### src/rtl/dec_pkg.sv
// Shared types and default sizes for the decrementing counter slice.
package dec_pkg;
   localparam int DEC_WIDTH_DEF  = 20;
   localparam int DEC_STEP_W_DEF = 4;

   typedef enum logic [2:0] {
      ST_IDLE,
      ST_ARMED,
      ST_RUN,
      ST_HOLD,
      ST_DONE
   } dec_state_e;
endpackage

### src/rtl/dec_step.sv
// Subtract-with-borrow datapath: diff = a - b mod 2^WIDTH, bout set when b > a.
module dec_step
   import dec_pkg::*;
#(
   parameter int WIDTH = DEC_WIDTH_DEF
) (
   input  logic [WIDTH-1:0] a,
   input  logic [WIDTH-1:0] b,
   output logic [WIDTH-1:0] diff,
   output logic             bout
);
   logic [WIDTH:0] full;

   assign full = {1'b0, a} - {1'b0, b};
   assign diff = full[WIDTH-1:0];
   assign bout = full[WIDTH];
endmodule

### src/rtl/dec_counter.sv
// Load/start/pause/abort down-counter with saturate or wrap underflow.
// Optional feature: DEC_COUNTER_AUTORELOAD_EN reloads the last loaded value at terminal count.
module dec_counter
   import dec_pkg::*;
#(
   parameter int WIDTH  = DEC_WIDTH_DEF,
   parameter int STEP_W = DEC_STEP_W_DEF
) (
   input  logic              clk,
   input  logic              rst_n,
   input  logic              load_valid,
   output logic              load_ready,
   input  logic [WIDTH-1:0]  load_value,
   input  logic [STEP_W-1:0] step,
   input  logic              mode_wrap,
   input  logic              start,
   input  logic              pause,
   input  logic              abort,
   output logic [WIDTH-1:0]  count,
   output logic              busy,
   output logic              tc_pulse,
   output logic              borrow
);
   dec_state_e       state, state_nx;
   logic [WIDTH-1:0] count_nx, step_ext, sub_diff, dec_cnt;
   logic             sub_bout, dec_tc, busy_nx, tc_nx, borrow_nx;
`ifdef DEC_COUNTER_AUTORELOAD_EN
   logic [WIDTH-1:0] reload_q, reload_nx;
   logic             reload_pend, pend_nx;
`endif

   function automatic logic [WIDTH-1:0] sat_sub(input logic [WIDTH-1:0] diff,
                                                input logic bout, input logic wrap);
      if (bout && !wrap)
         sat_sub = '0;
      else
         sat_sub = diff;
   endfunction

   assign step_ext = WIDTH'(step);

   dec_step #(.WIDTH(WIDTH)) u_step (
      .a    (count),
      .b    (step_ext),
      .diff (sub_diff),
      .bout (sub_bout)
   );

   assign dec_cnt    = sat_sub(sub_diff, sub_bout, mode_wrap);
   assign dec_tc     = (dec_cnt == '0);
   assign load_ready = (state == ST_IDLE) || (state == ST_ARMED) || (state == ST_DONE);

   always_comb begin
      state_nx  = state;
      count_nx  = count;
      tc_nx     = 1'b0;
      borrow_nx = 1'b0;
`ifdef DEC_COUNTER_AUTORELOAD_EN
      reload_nx = reload_q;
      pend_nx   = reload_pend;
`endif
      if (abort) begin
         state_nx = ST_IDLE;
`ifdef DEC_COUNTER_AUTORELOAD_EN
         pend_nx  = 1'b0;
`endif
      end else begin
         case (state)
            ST_IDLE, ST_DONE, ST_ARMED: begin
               // A load in ARMED wins over a coincident start.
               if (load_valid) begin
                  count_nx = load_value;
                  state_nx = ST_ARMED;
`ifdef DEC_COUNTER_AUTORELOAD_EN
                  reload_nx = load_value;
                  pend_nx   = 1'b0;
`endif
               end else if (start && (state == ST_ARMED)) begin
                  state_nx = ST_RUN;
               end
            end
            ST_RUN, ST_HOLD: begin
               // Releasing pause decrements in the same cycle it returns to RUN.
               if (pause) begin
                  state_nx = ST_HOLD;
               end else begin
                  state_nx = ST_RUN;
`ifdef DEC_COUNTER_AUTORELOAD_EN
                  if (reload_pend) begin
                     count_nx = reload_q;
                     pend_nx  = 1'b0;
                  end else begin
                     count_nx  = dec_cnt;
                     borrow_nx = sub_bout & mode_wrap;
                     tc_nx     = dec_tc;
                     pend_nx   = dec_tc;
                  end
`else
                  count_nx  = dec_cnt;
                  borrow_nx = sub_bout & mode_wrap;
                  tc_nx     = dec_tc;
                  if (dec_tc)
                     state_nx = ST_DONE;
`endif
               end
            end
            default: state_nx = ST_IDLE;
         endcase
      end
      busy_nx = (state_nx == ST_RUN) || (state_nx == ST_HOLD);
   end

   always_ff @(posedge clk or negedge rst_n) begin
      if (!rst_n) begin
         state    <= ST_IDLE;
         count    <= '0;
         busy     <= 1'b0;
         tc_pulse <= 1'b0;
         borrow   <= 1'b0;
`ifdef DEC_COUNTER_AUTORELOAD_EN
         reload_pend <= 1'b0;
`endif
      end else begin
         state    <= state_nx;
         count    <= count_nx;
         busy     <= busy_nx;
         tc_pulse <= tc_nx;
         borrow   <= borrow_nx;
`ifdef DEC_COUNTER_AUTORELOAD_EN
         reload_pend <= pend_nx;
`endif
      end
   end

`ifdef DEC_COUNTER_AUTORELOAD_EN
   always_ff @(posedge clk) begin
      reload_q <= reload_nx;
   end
`endif
endmodule

### config.mk
export PLATFORM = sky130hd
export DESIGN_NAME = dec_counter
export DESIGN_NICKNAME = d
export VERILOG_FILES = /design/src/rtl/dec_pkg.sv /design/src/rtl/dec_step.sv /design/src/rtl/dec_counter.sv
export SDC_FILE = /design/constraint.sdc
export NUM_CORES = 1
export LEC_CHECK = 0
export ABC_AREA = 1
export ABC_CLOCK_PERIOD_IN_PS = 2700
export CORE_MARGIN = 8
export CORE_UTILIZATION = 45
export CTS_CLUSTER_DIAMETER = 100
export DETAILED_ROUTE_END_ITERATION = 16
export GPL_TIMING_DRIVEN = 0
export PLACE_DENSITY_LB_ADDON = 0.15
export SYNTH_ARGS = -nofsm -noshare
export SYNTH_HDL_FRONTEND = slang
export SYNTH_SLANG_ARGS = --single-unit
### constraint.sdc
create_clock -name clk -period 2.7 [get_ports clk]
set_input_delay 0.54 -clock clk [delete_from_list [all_inputs] [get_ports clk]]
set_output_delay 0.54 -clock clk [all_outputs]
set_load 0.01 [all_outputs]
==> impl_metrics.json <==
{
  "slew_violations": 0,
  "synth_top_cell_by_area": "dfrtp_1",
  "ys_seq_area_frac": 0.3136,
  "synthCells": 317,
  "synth-edff-count": 0,
  "grt_usage": 0.1915,
  "grt_max_degree": 27,
  "synth_xor_area_frac": 0.008444,
  "grt_overflow_total": 0,
  "synthMuxAreaShare": 0,
  "utilization": 0.6487,
  "hp-class": "in2async",
  "stdcell_count": 430,
  "required_ns": 2.86,
  "initial_utilization": 0.4732,
  "cts.path.max_buffers": 2,
  "fp.dieW_um": 83.90,
  "worstPathArrival_ns": 2.74,
  "synth_adder_area_share": 0.03981,
  "final_nets": 416,
  "worstReg2RegEnd": "state[1]$_DFF_PN0_",
  "reg2reg_setup_slack_ns": 0.28,
  "postRouteAntennaNets": 0,
  "skew_ns": 0.005260,
  "yosysWarnings": 0,
  "vias": 2391,
  "synth_fp_nets": 354,
  "leakagePower_nw": 1.280,
  "synth.avg_cell_area_um2": 6.544,
  "worst-path-max-fanout": 7,
  "setup_violations": 0,
  "ir_worst_vdd_v": 0.0003077,
  "drtPass1Iterations": 4,
  "synth_seq_cells": 26,
  "yosysMostFrequentCell": "nand2_1",
  "antenna_found_initial": 0,
  "post_synth_and_or_nand_nor_area_fraction": 0.3697,
  "synth_common_cells": "nand2_1 (84), inv_1 (44), nand3_1 (37), nor2_1 (34), dfrtp_1 (26)",
  "synth_top_area_frac": 0.3136,
  "grt_pass1_wl_um": 11430,
  "cap_viol_max_count": 0,
  "cts_sinks": 26,
  "crit_type": "in2reg",
  "yosysUniqueCellTypes": 29,
  "wl_per_cell_um": 16.01,
  "fp.dieH_um": 83.90,
  "area_delta_synth_final_pct": 37.09,
  "cp-end-kind": "register",
  "hold_viol": 0,
  "fillers": 404,
  "drtIter0Drc": 224,
  "fin_setup_tns_ns": 0,
  "total_power_mw": 1.695,
  "core-area_um2": 4384,
  "clk_pin_slew_ns": 0.10,
  "synth_area_um2": 2074,
  "place_area_um2": 2680,
  "worst_pin_slew_ns": 0.6351,
  "vias_per_cell": 5.560,
  "stdcell_area_um2": 2844,
  "drive_above_1_share": 0.1164,
  "io_pins": 55,
  "rr_startpoint": "count[0]$_DFFE_PN0P_",
  "holdWs_ns": 0.2641,
  "dp_hpwl_um": 5167,
  "max_freq_mhz": 388.0,
  "rows": 24,
  "dpl.cell_count": 423,
  "synth_area_leaders": "dfrtp_1 (31%), nand2_1 (15%), nand3_1 (8.9%)",
  "post-route-drc-count": 0,
  "antenna_cells": 0,
  "numCtsBuffers": 3,
  "layout_setup_ws_ns": 0.1229,
  "cts_tree": "yes",
  "clock-root-buffer": "clkbuf_8",
  "htreeDepth": 1,
  "pre_cts_ws_ns": -0.5446,
  "power_density_nw_per_um2": 595.9,
  "io_buffers": 54,
  "ff2ff_path_depth": 17,
  "async_flop_share": 1.000,
  "drt_wl_total_um": 6885,
  "outcome": "complete, no violations",
  "slew_headroom": 0.5766,
  "synth_compound_area_frac": 0.1622,
  "synth_flop_cell": "dfrtp_1",
  "synth_top_family_by_area": "simple AND/OR/NAND/NOR gates",
  "gp_congestion": 0.9421,
  "clk_latency_ns": 0.28,
  "dieArea_um2": 7038,
  "cp-start-kind": "input pin",
  "fin_crit_ns": 2.577,
  "grt_pass1_vias": 2442,
  "min_period_over_period": 0.9545
}
## routing by layer
| metal | share of wire | routed length [um] | GRT usage |
|---|---|---|---|
| met3 | 0.058 | 402 | 0.03125 |
| met5 | 0 | 0 | 0 |
| met2 | 0.50 | 3434 | 0.3277 |
| met4 | 0.0081 | 56 | 0.05651 |
| met1 | 0.43 | 2991 | 0.2378 |
## cells in the final DEF, fill, tap and decap left out, types with 2 or more instances in the layout
master	n
ha_1	2
inv_1	43
a21oi_2	3
nand3_1	32
dfrtp_1	26
nor2_1	32
clkdlybuf4s50_1	52
nor2_4	3
buf_4	3
nand4_1	7
clkbuf_8	4
nand2_2	6
nor3_1	2
a21oi_1	5
ha_2	3
buf_6	3
buf_2	4
clkbuf_1	5
nand3_2	5
nor2_2	5
o21ai_0	23
o211ai_1	18
nand2_1	78
## logic make-up (layout without fill, tap and decap cells)
family                     count (synthesis)  after routing
AOI/OAI and AO/OA                         54             54
and+or+nand+nor                          174            174
xor gates and xnor gates                   2              2
buffers and inverters                     55            116
DFF                                       26             26
adders and majority gates                  6              6
## registers in the layout (all words and copies together), names as in the netlist
name      flops
count        20
tc_pulse      1
borrow        1
busy          1
state         3
## power by group
group	switching (mW)	internal, mW
logic	0.494	0.371
clock network	0.137	0.131
registers	0.104	0.458
## worst max path at each step
| stage | depth (start not counted) | start | end | slack, ns |
|---|---|---|---|---|
| 3_5_place_dp | 15 | step[0] | state[1]$_DFF_PN0_ | -0.54 |
| 3_3_place_gp | 15 | step[0] | state[1]$_DFF_PN0_ | -0.52 |
| 2_1_floorplan | 14 | step[0] | busy$_DFF_PN0_ | 0.38 |
| 6_report | 16 | step[3] | state[1]$_DFF_PN0_ | 0.12 |
| 5_1_grt | 15 | step[3] | state[1]$_DFF_PN0_ | -0.01 |
| 4_1_cts | 17 | step[0] | busy$_DFF_PN0_ | 0.03 |
## what timing repair did
item / in CTS / in global routing
gates cloned: 0 / 1
hold buffers: 0 / 0
setup buffers: 0 / 3
setup endpoints to repair: 7 / 4
pin swaps: 0 / 8
resized for setup: 5 / 23
## final cells by class
| type | instances | area (um^2) | share of cell area |
|---|---|---|---|
| well taps | 52 | 65.06 | 0.02288 |
| clock buffers | 4 | 55.05 | 0.01936 |
| plain buffers | 10 | 56.30 | 0.01980 |
| inverters | 44 | 165.2 | 0.05807 |
| flip-flops and latches | 26 | 650.6 | 0.2288 |
| multi-input cells | 236 | 1280 | 0.4501 |
| repair buffers | 58 | 571.8 | 0.2011 |
## critical path, cell delays in order
cell	delay, ns
clkdlybuf4s50_1	0.45
inv_1	0.04
ha_2	0.32
inv_2	0.09
nand2_1	0.10
nand2_4	0.13
nand4_4	0.14
buf_6	0.18
nand3_2	0.08
nand2_1	0.06
nor2_1	0.12
nand2_1	0.08
nor2_2	0.15
nand2_1	0.08
nand2_2	0.09
a21oi_2	0.07
(Power assumes the default switching activity.)
==> RTL edit: new RTL, same settings <==
Build with the macro `DEC_COUNTER_AUTORELOAD_EN` defined.
--- a/src/rtl/dec_counter.sv
+++ b/src/rtl/dec_counter.sv
@@ -1,5 +1,7 @@
 // Load/start/pause/abort down-counter with saturate or wrap underflow.
 // Optional feature: DEC_COUNTER_AUTORELOAD_EN reloads the last loaded value at terminal count.
+`define DEC_COUNTER_AUTORELOAD_EN
+
 module dec_counter
    import dec_pkg::*;
 #(
Behaviour: not the same (a bounded check fails within 4 cycles, from zero or initial values and one cycle with rst_n low).
==> RTL edit against the original RTL <==
- non-clock buffer count up 4
- global-route usage is 1.4 points higher
- critical path depth fell by 3
- design area grew 31%
- sequential power is 60% higher
- total power increased by 17%
- worst setup slack gained 0.049 ns
- sequential cell count is 21 higher
- routed wire length rose by 34%
- core utilization down 5.7 points
- synthesized area increased by 40%
- critical path type unchanged
- largest cell class unchanged
==> RTL edit: results <==
set metrics [dict create \
    clock_buffers 5 \
    ff2ff_path_depth 14 \
    whs_ns 0.263 \
    nets 482 \
    ir_drop_mv 0.273 \
    period_needed_ns 2.53 \
    firstDrtPassIters 5 \
    die_area_um2 9280 \
    wl_met2_um 4330 \
    gp_congestion 0.922 \
    dpl-instance-area_um2 3560 \
    drive_gt1_frac 0.0897 \
    grt_max_degree 28 \
    first_global_vias 2795 \
    arrival_ns 2.77 \
    met1_length_um 4060 \
    leakage_nw 1.63 \
    final-clk-cell-share 0.0239 \
    reg_top3 "count: 20 flops, reload_q: 20 flops, state: 3 flops" \
    clk_latency_ns 0.30 \
    synth_edf_count 20 \
    status "completed" \
    power_frac_comb 0.329 \
    ff2ff_setup_slack_ns 0.21 \
    multi_input_comb_cells 271 \
    nonClockInverterCount 48 \
    n_all_buffers 72 \
    use_met3 0.0382 \
    dp_worst_setup_slack_ns -0.481 \
]
==> RTL edit: cells by family (layout without fill, tap and decap cells) <==
kind of cell             Yosys count  in the layout  share of synthesized area
AO/OA/AOI/OAI                     80             80                      0.166
adder cells (fa/ha/maj)            6              6                     0.0284
XOR/XNOR                           2              2                    0.00604
flip-flops                        47             47                      0.440
buffers and inverters             60            128                     0.0836
AND/OR/NAND/NOR                  183            183                      0.277
==> RTL edit: critical path, stage by stage <==
cell,delay (ns)
clkdlybuf4s50_1,0.46
inv_1,0.04
ha_1,0.34
nand2_2,0.11
nand2_1,0.09
nor2_4,0.17
nand4_4,0.20
buf_6,0.20
o21ai_1,0.08
nand3_1,0.11
nor3_2,0.20
nand4_1,0.14
nand2_1,0.09
==> RTL edit: repair_timing <==
action / CTS / global route
resized for setup: 4 / 7
setup buffers: 3 / 1
gates cloned: 1 / 0
pin swaps: 2 / 5
endpoints found under the setup margin: 6 / 3
